`config.mk`:
```
export PLATFORM = sky130hd
export DESIGN_NAME = score_multiplier
export DESIGN_NICKNAME = d
export VERILOG_FILES = /design/src/rtl/score_multiplier_pkg.sv /design/src/rtl/score_multiplier_shift_add.sv /design/src/rtl/score_multiplier.sv
export SDC_FILE = /design/constraint.sdc
export NUM_CORES = 1
export LEC_CHECK = 0
export BUFFER_PORTS_ARGS = -buffer_cell sky130_fd_sc_hd__buf_4
export CAP_MARGIN = 20
export CORE_ASPECT_RATIO = 1.75
export CORE_MARGIN = 8
export CORE_UTILIZATION = 45
export CTS_CLUSTER_DIAMETER = 200
export DETAILED_ROUTE_END_ITERATION = 16
export GPL_TIMING_DRIVEN = 0
export SETUP_SLACK_MARGIN = 0.3
export SLEW_MARGIN = 15
export SYNTH_ARGS = -nofsm -noshare
export SYNTH_HDL_FRONTEND = slang
export SYNTH_SLANG_ARGS = --single-unit
export TNS_END_PERCENT = 5
```
`constraint.sdc`:
```
create_clock -name clk -period 3.4 [get_ports clk]
set_input_delay 1.02 -clock clk [delete_from_list [all_inputs] [get_ports clk]]
set_output_delay 1.02 -clock clk [all_outputs]
set_load 0.01 [all_outputs]
```
`src/rtl/score_multiplier_pkg.sv`:
```
// Shared constants and types for the score multiplier slice.
// Operand and result widths live here so the points calculator and the
// multiplier agree on them without repeating literals.
package score_multiplier_pkg;

  // Default constant factor applied to both score channels
  localparam int COEF_DEFAULT       = 100;
  // Bit width of the factor, which is also the number of shift-add iterations
  localparam int COEF_WIDTH_DEFAULT = 7;
  // Width of each operand coming from the points calculator
  localparam int OPERAND_WIDTH      = 6;
  // Result width: 63 * 130 = 8190 still fits in 13 bits
  localparam int RESULT_WIDTH       = 13;

  // Sequencer states; the unused fourth encoding falls back to idle
  typedef enum logic [1:0] {
    ST_IDLE = 2'd0,
    ST_CALC = 2'd1,
    ST_DONE = 2'd2
  } state_t;

  // Zero-extend an operand to the accumulator width
  function automatic logic [RESULT_WIDTH-1:0] widen_operand(
    input logic [OPERAND_WIDTH-1:0] op
  );
    return {{(RESULT_WIDTH-OPERAND_WIDTH){1'b0}}, op};
  endfunction

endpackage

```
`src/rtl/score_multiplier_shift_add.sv`:
```
// One channel of the multiplier: holds the captured operand and an
// accumulator, and adds the operand shifted by the current iteration index
// whenever the matching factor bit is set.
module shift_add_unit
  import score_multiplier_pkg::*;
#(
  parameter int SHIFT_WIDTH = 3
) (
  input  logic                     clk,
  input  logic                     rst,
  input  logic                     capture,
  input  logic [OPERAND_WIDTH-1:0] operand_in,
  input  logic                     step,
  input  logic                     coef_bit,
  input  logic [SHIFT_WIDTH-1:0]   shift_amt,
  output logic [RESULT_WIDTH-1:0]  acc
);

  logic [OPERAND_WIDTH-1:0] operand_q;
  logic [RESULT_WIDTH-1:0]  addend;

  // Shifted copy of the captured operand for the current iteration
  always_comb begin
    addend = widen_operand(operand_q) << shift_amt;
  end

  // Capture clears the accumulator; each step adds the addend if the bit is set
  always_ff @(posedge clk) begin
    if (rst) begin
      operand_q <= '0;
      acc       <= '0;
    end else if (capture) begin
      operand_q <= operand_in;
      acc       <= '0;
    end else if (step && coef_bit) begin
      acc <= acc + addend;
    end
  end

endmodule

```
`src/rtl/score_multiplier.sv`:
```
// Multiplies the time and discovered-pairs operands by a constant factor
// using a shared shift-add sequencer and two accumulator channels.
// Results only change on the edge that enters DONE, so they never show
// partial sums, and done pulses for exactly that one cycle.
module score_multiplier
  import score_multiplier_pkg::*;
#(
  parameter int COEF       = COEF_DEFAULT,
  parameter int COEF_WIDTH = COEF_WIDTH_DEFAULT
) (
  input  logic                     clk,
  input  logic                     rst,
  input  logic                     start,
  input  logic [OPERAND_WIDTH-1:0] time_multiplier,
  input  logic [OPERAND_WIDTH-1:0] discovered_pairs_multiplier,
  output logic [RESULT_WIDTH-1:0]  mult_time_result,
  output logic [RESULT_WIDTH-1:0]  mult_discovered_pairs_result,
  output logic                     busy,
  output logic                     done
);

  // Counter must be able to hold COEF_WIDTH itself (the "all bits done" value)
  localparam int CNT_W      = $clog2(COEF_WIDTH + 1);
  localparam int COEF_VEC_W = 1 << CNT_W;
  // Factor padded so every counter value indexes a real bit
  localparam logic [COEF_VEC_W-1:0] COEF_VEC = COEF_VEC_W'(COEF);
  localparam logic [CNT_W-1:0]      LAST_CNT = CNT_W'(COEF_WIDTH);

  state_t                  state_q;
  state_t                  state_d;
  logic [CNT_W-1:0]        cnt_q;
  logic                    capture;
  logic                    step;
  logic                    load_results;
  logic                    coef_bit;
  logic [RESULT_WIDTH-1:0] acc_time;
  logic [RESULT_WIDTH-1:0] acc_pairs;

  // State register; reset wins over any simultaneous start
  always_ff @(posedge clk) begin
    if (rst) begin
      state_q <= ST_IDLE;
    end else begin
      state_q <= state_d;
    end
  end

  // Next state: start only matters in idle, done always falls back to idle
  always_comb begin
    state_d = ST_IDLE;
    case (state_q)
      ST_IDLE: state_d = start ? ST_CALC : ST_IDLE;
      ST_CALC: state_d = (cnt_q == LAST_CNT) ? ST_DONE : ST_CALC;
      ST_DONE: state_d = ST_IDLE;
      default: state_d = ST_IDLE;
    endcase
  end

  // Control strobes and status outputs decoded from the current state
  always_comb begin
    capture      = 1'b0;
    step         = 1'b0;
    load_results = 1'b0;
    busy         = 1'b0;
    done         = 1'b0;
    case (state_q)
      ST_IDLE: begin
        capture = start;
      end
      ST_CALC: begin
        busy         = 1'b1;
        step         = (cnt_q != LAST_CNT);
        load_results = (cnt_q == LAST_CNT);
      end
      ST_DONE: begin
        busy = 1'b1;
        done = 1'b1;
      end
      default: begin
        busy = 1'b0;
      end
    endcase
  end

  // Iteration counter, cleared on capture and advanced once per step
  always_ff @(posedge clk) begin
    if (rst) begin
      cnt_q <= '0;
    end else if (capture) begin
      cnt_q <= '0;
    end else if (step) begin
      cnt_q <= cnt_q + CNT_W'(1);
    end
  end

  // Factor bit processed on the current iteration
  always_comb begin
    coef_bit = COEF_VEC[cnt_q];
  end

  shift_add_unit #(
    .SHIFT_WIDTH (CNT_W)
  ) u_time_channel (
    .clk        (clk),
    .rst        (rst),
    .capture    (capture),
    .operand_in (time_multiplier),
    .step       (step),
    .coef_bit   (coef_bit),
    .shift_amt  (cnt_q),
    .acc        (acc_time)
  );

  shift_add_unit #(
    .SHIFT_WIDTH (CNT_W)
  ) u_pairs_channel (
    .clk        (clk),
    .rst        (rst),
    .capture    (capture),
    .operand_in (discovered_pairs_multiplier),
    .step       (step),
    .coef_bit   (coef_bit),
    .shift_amt  (cnt_q),
    .acc        (acc_pairs)
  );

  // Result registers only update on the edge that enters DONE
  always_ff @(posedge clk) begin
    if (rst) begin
      mult_time_result             <= '0;
      mult_discovered_pairs_result <= '0;
    end else if (load_results) begin
      mult_time_result             <= acc_time;
      mult_discovered_pairs_result <= acc_pairs;
    end
  end

endmodule

```
Word level (Yosys, flattened, before mapping)
Memories as Yosys holds them, arrays and structs flattened. A register that Yosys moved wholly into a read port is not among the register bits. Cells that the tools add are included.

Input port bits: 15. Flip-flop bits (word level): 69. Output and inout bits: 28. Memories: 1. Memory bits (read-only): 8.

Equality and inequality tests: 4. $lt $le $gt $ge: 1. Reduce and logical (&&, ||, !) cells: 4. Multiplexer cells: 11. Add/sub/neg operators: 3. Shift-type cells: 2.

Memory list: (name not given) (depth 8, bits a word 1, rd ports 1, clocked after Yosys merged registers in 1, wr ports 0, line score_multiplier.sv:98) `coef_bit = COEF_VEC[cnt_q];`.

Operators by type and width (number): adder 13 bit (2); left shift 6 x 3 -> 13 bit (2); two-way mux 1 bit (7); two-way mux 3 bit (2); < comparator 3 x 4 -> 1 bit (second input constant) (1); case mux 2 bit (2 select lines) (1); OR reduction 2 bit (2); adder 3 x 1 -> 3 bit (second input constant) (1); equality test 3 bit (second input constant) (1); inequality test 3 bit (second input constant) (1); equality test 2 x 1 -> 1 bit (second input constant) (1); equality test 2 bit (second input constant) (1); logical NOT 2 bit (1); two-way mux 2 bit (1); logical AND 1 bit (1).

Logic depth before layout (Yosys ltp)
Gate-level depths: netlist (run 1).

Word-level depth: 4. Gate-level depth with buffers: 12. Mapped depth without buffers: 11.

Cells and area by module
A second synthesis (run 1) with hierarchy kept.

Cells, all modules: 496. Area, all modules: 4130.2 µm².

By module, submodules not included: shift_add_unit (area each 1457.6 µm², times used 2, cells an instance 175); score_multiplier (area each 1214.9 µm², times used 1, cells an instance 146).

Worst setup path after synthesis (run 1)
No wires, ideal clock.

Path kind: flip-flop to flip-flop. Start: register cnt_q[0]. End: register u_pairs_channel.acc[12]. Period minus slack after synthesis: 2844 ps. Buffers on the path: 2. Cell stages (with the launch flop): 13. Required time: 3270 ps. Setup time: 130 ps. Path slack: 556 ps. Data arrival time: 2714 ps. Path through: dfxtp_1 -> clkbuf_1 -> clkbuf_1 -> nor3_1 -> and2_1 -> ha_1 -> fa_1 -> a211oi_2 -> nor2_1 -> o311ai_1 -> and4_1 -> o21a_1 -> nor3_2.

Longest elaborated chain between the ends: 3.

Ends and longest elaborated chain: start: declaration (line score_multiplier.sv:31) `logic [CNT_W-1:0] cnt_q;`; start signal: assignment (line score_multiplier.sv:92) `cnt_q <= cnt_q + CNT_W'(1);`; parallel branches: the longest is 3 deep, another holds adder 13 bit; end signal: assignment (line score_multiplier_shift_add.sv:36) `acc <= acc + addend;`; end: declaration (line score_multiplier_shift_add.sv:16) `output logic [RESULT_WIDTH-1:0] acc`.

Parallel ways; which one is timed is not known. A chain may end at the register's enable or synchronous reset.

Worst setup path after layout (run 1)
Ends and elaborated chain as after synthesis.

==> results.md, run 1 <==
* Grt met3 use at 3.48%
* Status: finished, final reports clean
* CP Launch Type: flop
* Vias in the first global route at 3,662
* WL/cell at 16.1 um
* Critical path arrival at 3.20 ns
* Family with the most delay on the worst path: compound AO/OA/AOI/OAI gates
* RSZ-0062 raised after global routing: true
* Post-route clock period utilization at 88.3%
* DP HPWL at 8920 um
* Reg2reg path depth at 12
* Synth warn at 0
* Die area at 12,400 um^2
* Sequential area share after synthesis at 34.5%
* Max-cap violations at 0
* WP depth at 12
* Layout cell share with drive strength beyond 1 at 15.7%
* Die width at 87.8 um
* Top Ports at 43
* Worst path bufs/invs at 3
* # clock sinks at 70
* Post-synthesis cell count at 521
* Global-route wire length before repair at 18,000 um
* Post-Syn Area at 4060 um^2
* Final Slew Violations at 0
* Initial antenna violation count at 0
* Worst Setup End Kind: flop
* Synth area leader: dfxtp_1
* Max Clock Skew at 0.00798 ns
* RD Place Congestion at 0.965
* Final ANT Viol Nets at 0
* Gr ovfl total at 0
* Clk slew on worst S/H paths at 0.06 ns
* Asr flop ratio synth at 0%
* Clock latency at the later pin of the worst-skew pair at 0.34 ns
* Most common cell after layout, fill and taps aside: nand2_1
* TritonCTS clock tree: built
* Maximum vdd ir drop at 0.000244 V
* Root Driver: clkbuf_16
* Distinct cells, synth at 52
* Gr usage total at 19.0%
* Worst path slowest cell: mux2_2
* Hold path depth at 2
* Ys flop type: dfxtp_1
* Final-layout fill cell count at 908
* # nets final at 621
* DR vias/cell at 5.38
* GR peak layer: met2
* CP dominant cell by count: o21ai_0
* CTS Buf Count at 9
* Worst hold margin at 0.452 ns
* Die Ht at 142 um
* Max clock buf depth at 2
* Ranking of synthesized cells by area: dfxtp_1 (34%), nand2_1 (11%), ha_1 (9.2%), a21oi_1 (8.3%), nor2_1 (3.8%)
* Port Buf Inserts at 41
* Sum of negative setup slack at 0 ns
* Fmax at 333 MHz
* Worst Path Required at 3.59 ns
* Design area at 4830 um^2
* Leakage power total at 2.00 nW
* Hold-fix buffers, CTS at 0
* Layout area overhead at 19.0%
* Most frequent cells in the layout: nand2_1 (121), dfxtp_1 (69), a21oi_1 (66), buf_4 (45), nor2_1 (41)
* Fin crit period at 3.00 ns
* Rel. slew slack at 55.1%
* CP max FO at 10
* Number of detailed-route iterations in the first pass at 4
* # diodes at 0
* Row count at 46
* Share of the synthesized area in the top cell type at 34.5%
* Largest net degree at the start of global routing at 11
* H-Tree Level Count at 3
* # DRC at 0
* Final setup vio count at 0
* Routed wire length at 11,200 um
* Initial Util at 45.5%
* Critical path class: flop to flop
* CP Cell Sequence: clkbuf_2, clkbuf_4, mux2_2, o21ai_0, ha_1, a21oi_2, o21ai_0, o41ai_2, buf_4, and4_1, o21a_1, nor3_2
* Core ar. at 8920 um^2
* Pwr Density at 384 nW/um^2
* Least-Margin Pin Slew at 0.673 ns
* Mapped Nets at 568
* Worst hold path type: flop to flop
* Post-synth EDFFs at 0
* Final hold violations at 0
* Initial DRC count at 107
* Met1 usage at 19.0%
* CP peak stage delay at 0.38 ns
* Avg Inst Size Synth at 7.80 um^2
* Placed standard-cell area at 4520 um^2
* DR vias at 3,753
* #FFs+latches synth at 70
* GRT met2 Usage at 33.8%
==> report_power, final <==
| group | switching, W | internal [W] |
|---|---|---|
| clock network | 0.000327 | 0.000528 |
| registers | 0.0000123 | 0.000832 |
| logic | 0.0000944 | 0.0000606 |
| total | 0.000434 | 0.00142 |
==> sequential cells by signal, indices dropped and copies added (netlist names) <==
signal and flops:
mult_discovered_pairs_result 13, mult_time_result 13, coef_bit 1, u_pairs_channel.operand_q 6, u_time_channel.operand_q 6, u_pairs_channel.acc 13, u_time_channel.acc 13, state_q 2
cnt_q 3
==> final cells by class <==
class	count	area, um^2	share of cell area [%]
Buffer	28	135	2.80
Clock buffer	14	264	5.46
Clock inverter	1	5.00	0.104
Inverter	9	33.8	0.699
Multi-Input combinational cell	414	2530	52.3
Sequential cell	70	1400	29.0
Tap cell	120	150	3.11
Timing Repair Buffer	42	315	6.52
==> logic make-up (layout without fill, tap and decap cells) <==
logic type      after synthesis  in the layout  share of synthesized area [%]
mux                          21             21                           5.42
xor+xnor                     14             14                           3.02
flops                        70             70                           34.5
simple gates                212            212                           22.5
compound gates              135            135                           20.5
buf+inv                      37             94                           3.85
fa+ha+maj                    32             32                           10.2
==> synth_stat cells, drive strengths merged (3+ instances only) <==
cell type and n:
o211ai 4, xnor2 9, nand2 121, clkbuf 22, a21oi 68, mux2i 13, o21ai 23, and3 6
buf 6, nor3 11, o22ai 3, ha 30, nand3 8, nor2b 3, nor2 43, mux2 8
and2 8, dfxtp 70, xor2 5, o21bai 4, o31ai 4, a211oi 5, nand4 4, inv 9
and4 3, a211o 3, a21o 8
==> tightest hold or removal path, delay by kind of cell, from the launching register on <==
kind               cells  cell delay [ns]
and+or+nand+nor        1             0.05
DFF                    1             0.30
AOI/OAI and AO/OA      1             0.05
==> final timing paths <==
kind,startpoint,endpoint,slack (ns)
max reg2reg,cnt_q[0],u_pairs_channel.acc[12],0.40
max,cnt_q[0],u_pairs_channel.acc[12],0.40
min,mult_time_result[12],mult_time_result[12],0.45
min reg2reg,mult_time_result[12],mult_time_result[12],0.45
==> layer usage <==
layer	routed length, um	vias up
met5	0	-
met4	483	0
met3	385	31
met2	5910	79
met1	4470	1734
li1	-	1909
==> what timing repair did <==
item,4_1_cts,5_1_grt
buffers inserted,0,1
setup endpoints to repair,12,7
pin swaps,0,2
gates resized for setup,5,10
==> through the flow <==
step / worst slack [ns] / utilization [%] / cells / total power, W
4_1_cts: 0.292 / 53.8 / 697 / 0.00188
2_1_floorplan: 0.556 / - / 521 / 0.000961
3_5_place_dp: 0.0863 / 50.7 / 682 / 0.00101
6_report: 0.397 / 54.2 / 698 / 0.00186
5_1_grt: 0.239 / 54.2 / 698 / 0.00193
3_3_place_gp: 0.121 / 50.7 / 682 / 0.00101
(Power assumes the default switching activity.)
==> inputs of run 2 (changes only) <==
CORE_MARGIN = 2   (was 8)
HOLD_SLACK_MARGIN = 0.1   (was default)
==> run 2 against run 1 <==
  * Sequential cell count is the same
  * Combinational power is essentially flat
  * Clock-buffer cell count shrank 4
  * Register-to-register slack gained 0.04 ns
  * Clock skew shrank 0.0031 ns
  * Setup slack gained 0.041 ns
  * Sequential power is essentially flat
  * Core utilization grew 1.8 points
  * Critical path type unchanged
  * Largest power group unchanged
  * Highest routed layer unchanged
==> results.md, run 2 (synthesized netlist as in run 1, its figures left out) <==
* Initial antenna violation count at 0
* Final ANT Viol Nets at 0
* Worst hold margin at 0.452 ns
* Leakage power total at 2.02 nW
* Clk network pwr share at 50.1%
* Status: finished, final reports clean
* Rel. slew slack at 56.5%
* Layout cell share with drive strength beyond 1 at 16.6%
* CP Launch Type: flop
* Row count at 45
* Switching part of the total at 23.4%
* Largest net degree at the start of global routing at 13
* # nets final at 621
* Gr usage total at 24.2%
* Clk slew on worst S/H paths at 0.06 ns
* Maximum vdd ir drop at 0.000301 V
* CP peak stage delay at 0.38 ns
* Final hold violations at 0
* Die Ht at 130 um
* # diodes at 0
* Most frequent cells in the layout: nand2_1 (121), dfxtp_1 (69), a21oi_1 (64), buf_4 (46), nor2_1 (41)
* Critical path arrival at 3.16 ns
* Critical path class: flop to flop
* Worst Path Required at 3.60 ns
* Gr ovfl total at 0
* Final Slew Violations at 0
* Die area at 9830 um^2
* Least-Margin Pin Slew at 0.653 ns
* DR vias at 3,762
* Hold-fix buffers, CTS at 0
* Final worst slack at 0.439 ns
* Sum of negative setup slack at 0 ns
* Most common cell after layout, fill and taps aside: nand2_1
* Vias in the first global route at 3,616
* Top Ports at 43
* Gate power share at 7.8%
* CTS Buf Count at 9
* RD Place Congestion at 0.946
* Number of detailed-route iterations in the first pass at 4
* Worst hold path type: flop to flop
* Max Clock Skew at 0.00487 ns
* Worst Setup End Kind: flop
* Max clock buf depth at 2
* RSZ-0062 raised after global routing: true
* Max-cap violations at 0
* Fin crit period at 2.96 ns
* Core ar. at 8730 um^2
* Worst path slowest cell: mux2_2
* Pwr Density at 410 nW/um^2
* Sequential power share at 42.2%
* Pre-CTS setup slack at 0.101 ns
* NetSw at 0.000469 W
* Post-route clock period utilization at 87.1%
* TritonCTS clock tree: built
* Global-route wire length before repair at 17,700 um
* WL/cell at 15.7 um
* DP HPWL at 8450 um
* Routed wire length at 10,900 um
* Initial DRC count at 203
* H-Tree Level Count at 3
* Clock latency at the later pin of the worst-skew pair at 0.34 ns
* CP Cell Sequence: buf_2, buf_4, mux2_2, o21ai_0, ha_1, a21oi_2, o21ai_0, o41ai_2, buf_4, and4_1, o21a_1, nor3_2
* Fmax at 338 MHz
* Initial Util at 46.6%
* # DRC at 0
* Port Buf Inserts at 41
* CP max FO at 10
* Die width at 75.8 um
* Layout area overhead at 20.2%
* Root Driver: clkbuf_16
* Final setup vio count at 0
* # clock sinks at 70
* DR vias/cell at 5.41
* Internal Power at 0.00153 W
==> run 2: repair_timing <==
item | in CTS | in global routing
setup buffers | 1 | 0
hold endpoints to repair | 0 | 0
endpoints found under the setup margin | 11 | 10
resized for setup | 4 | 16
pin swaps | 1 | 0
==> run 2: worst max-delay path, delay by kind of cell (launching register included) <==
family | cells | cell delay, ns
multiplexers | 1 | 0.38
adder cells (fa/ha/maj) | 1 | 0.32
flip-flops | 1 | 0.34
AND/OR/NAND/NOR | 2 | 0.25
AO/OA/AOI/OAI | 5 | 0.96
buffers and inverters | 3 | 0.58
==> run 2: routing by layer <==
layer | share of wire [%] | routed length [um] | track usage, % | vias up
met4 | 4.0 | 443 | 12.2 | 0
met2 | 53 | 5810 | 42.5 | 94
met1 | 38 | 4210 | 26.6 | 1721
met3 | 4.4 | 478 | 4.63 | 29
li1 | - | - | - | 1918
met5 | 0 | 0 | 0 | -
==> run 2: worst paths after layout <==
path	startpoint	cells after the start	slack [ns]	to
max	cnt_q[0]	12	0.44	u_pairs_channel.acc[12]
min	mult_discovered_pairs_result[4]	2	0.45	mult_discovered_pairs_result[4]
max reg2reg	cnt_q[0]	12	0.44	u_pairs_channel.acc[12]
min reg2reg	mult_discovered_pairs_result[4]	2	0.45	mult_discovered_pairs_result[4]
==> run 2: final cells by class <==
type | instances | area, um^2
fill | 891 | 3840
multi-input combinational | 414 | 2530
sequential | 70 | 1400
timing repair buffer | 42 | 315
clock buffer | 10 | 229
tap | 117 | 146
buffer | 28 | 135
clock inverter | 6 | 86.3
inverter | 9 | 33.8
==> run 2: per-stage QoR <==
stage | utilization, % | area [um^2] | cells | total power (W)
after floorplan | - | 4060 | 521 | 0.000961
after global placement | 51.8 | 4520 | 679 | 0.00101
after detailed placement | 51.8 | 4520 | 679 | 0.00101
after CTS | 55.5 | 4840 | 696 | 0.00202
after global routing | 55.9 | 4880 | 696 | 0.00207
final | 55.9 | 4880 | 696 | 0.00200
==> run 2: power by group through the flow <==
stage	sequential (W)	combinational (W)	clock (W)
2_1_floorplan	0.000856	0.000105	0
3_3_place_gp	0.000861	0.000150	0
3_5_place_dp	0.000862	0.000152	0
4_1_cts	0.000844	0.000153	0.00102
5_1_grt	0.000845	0.000173	0.00105
6_report	0.000844	0.000155	0.00100
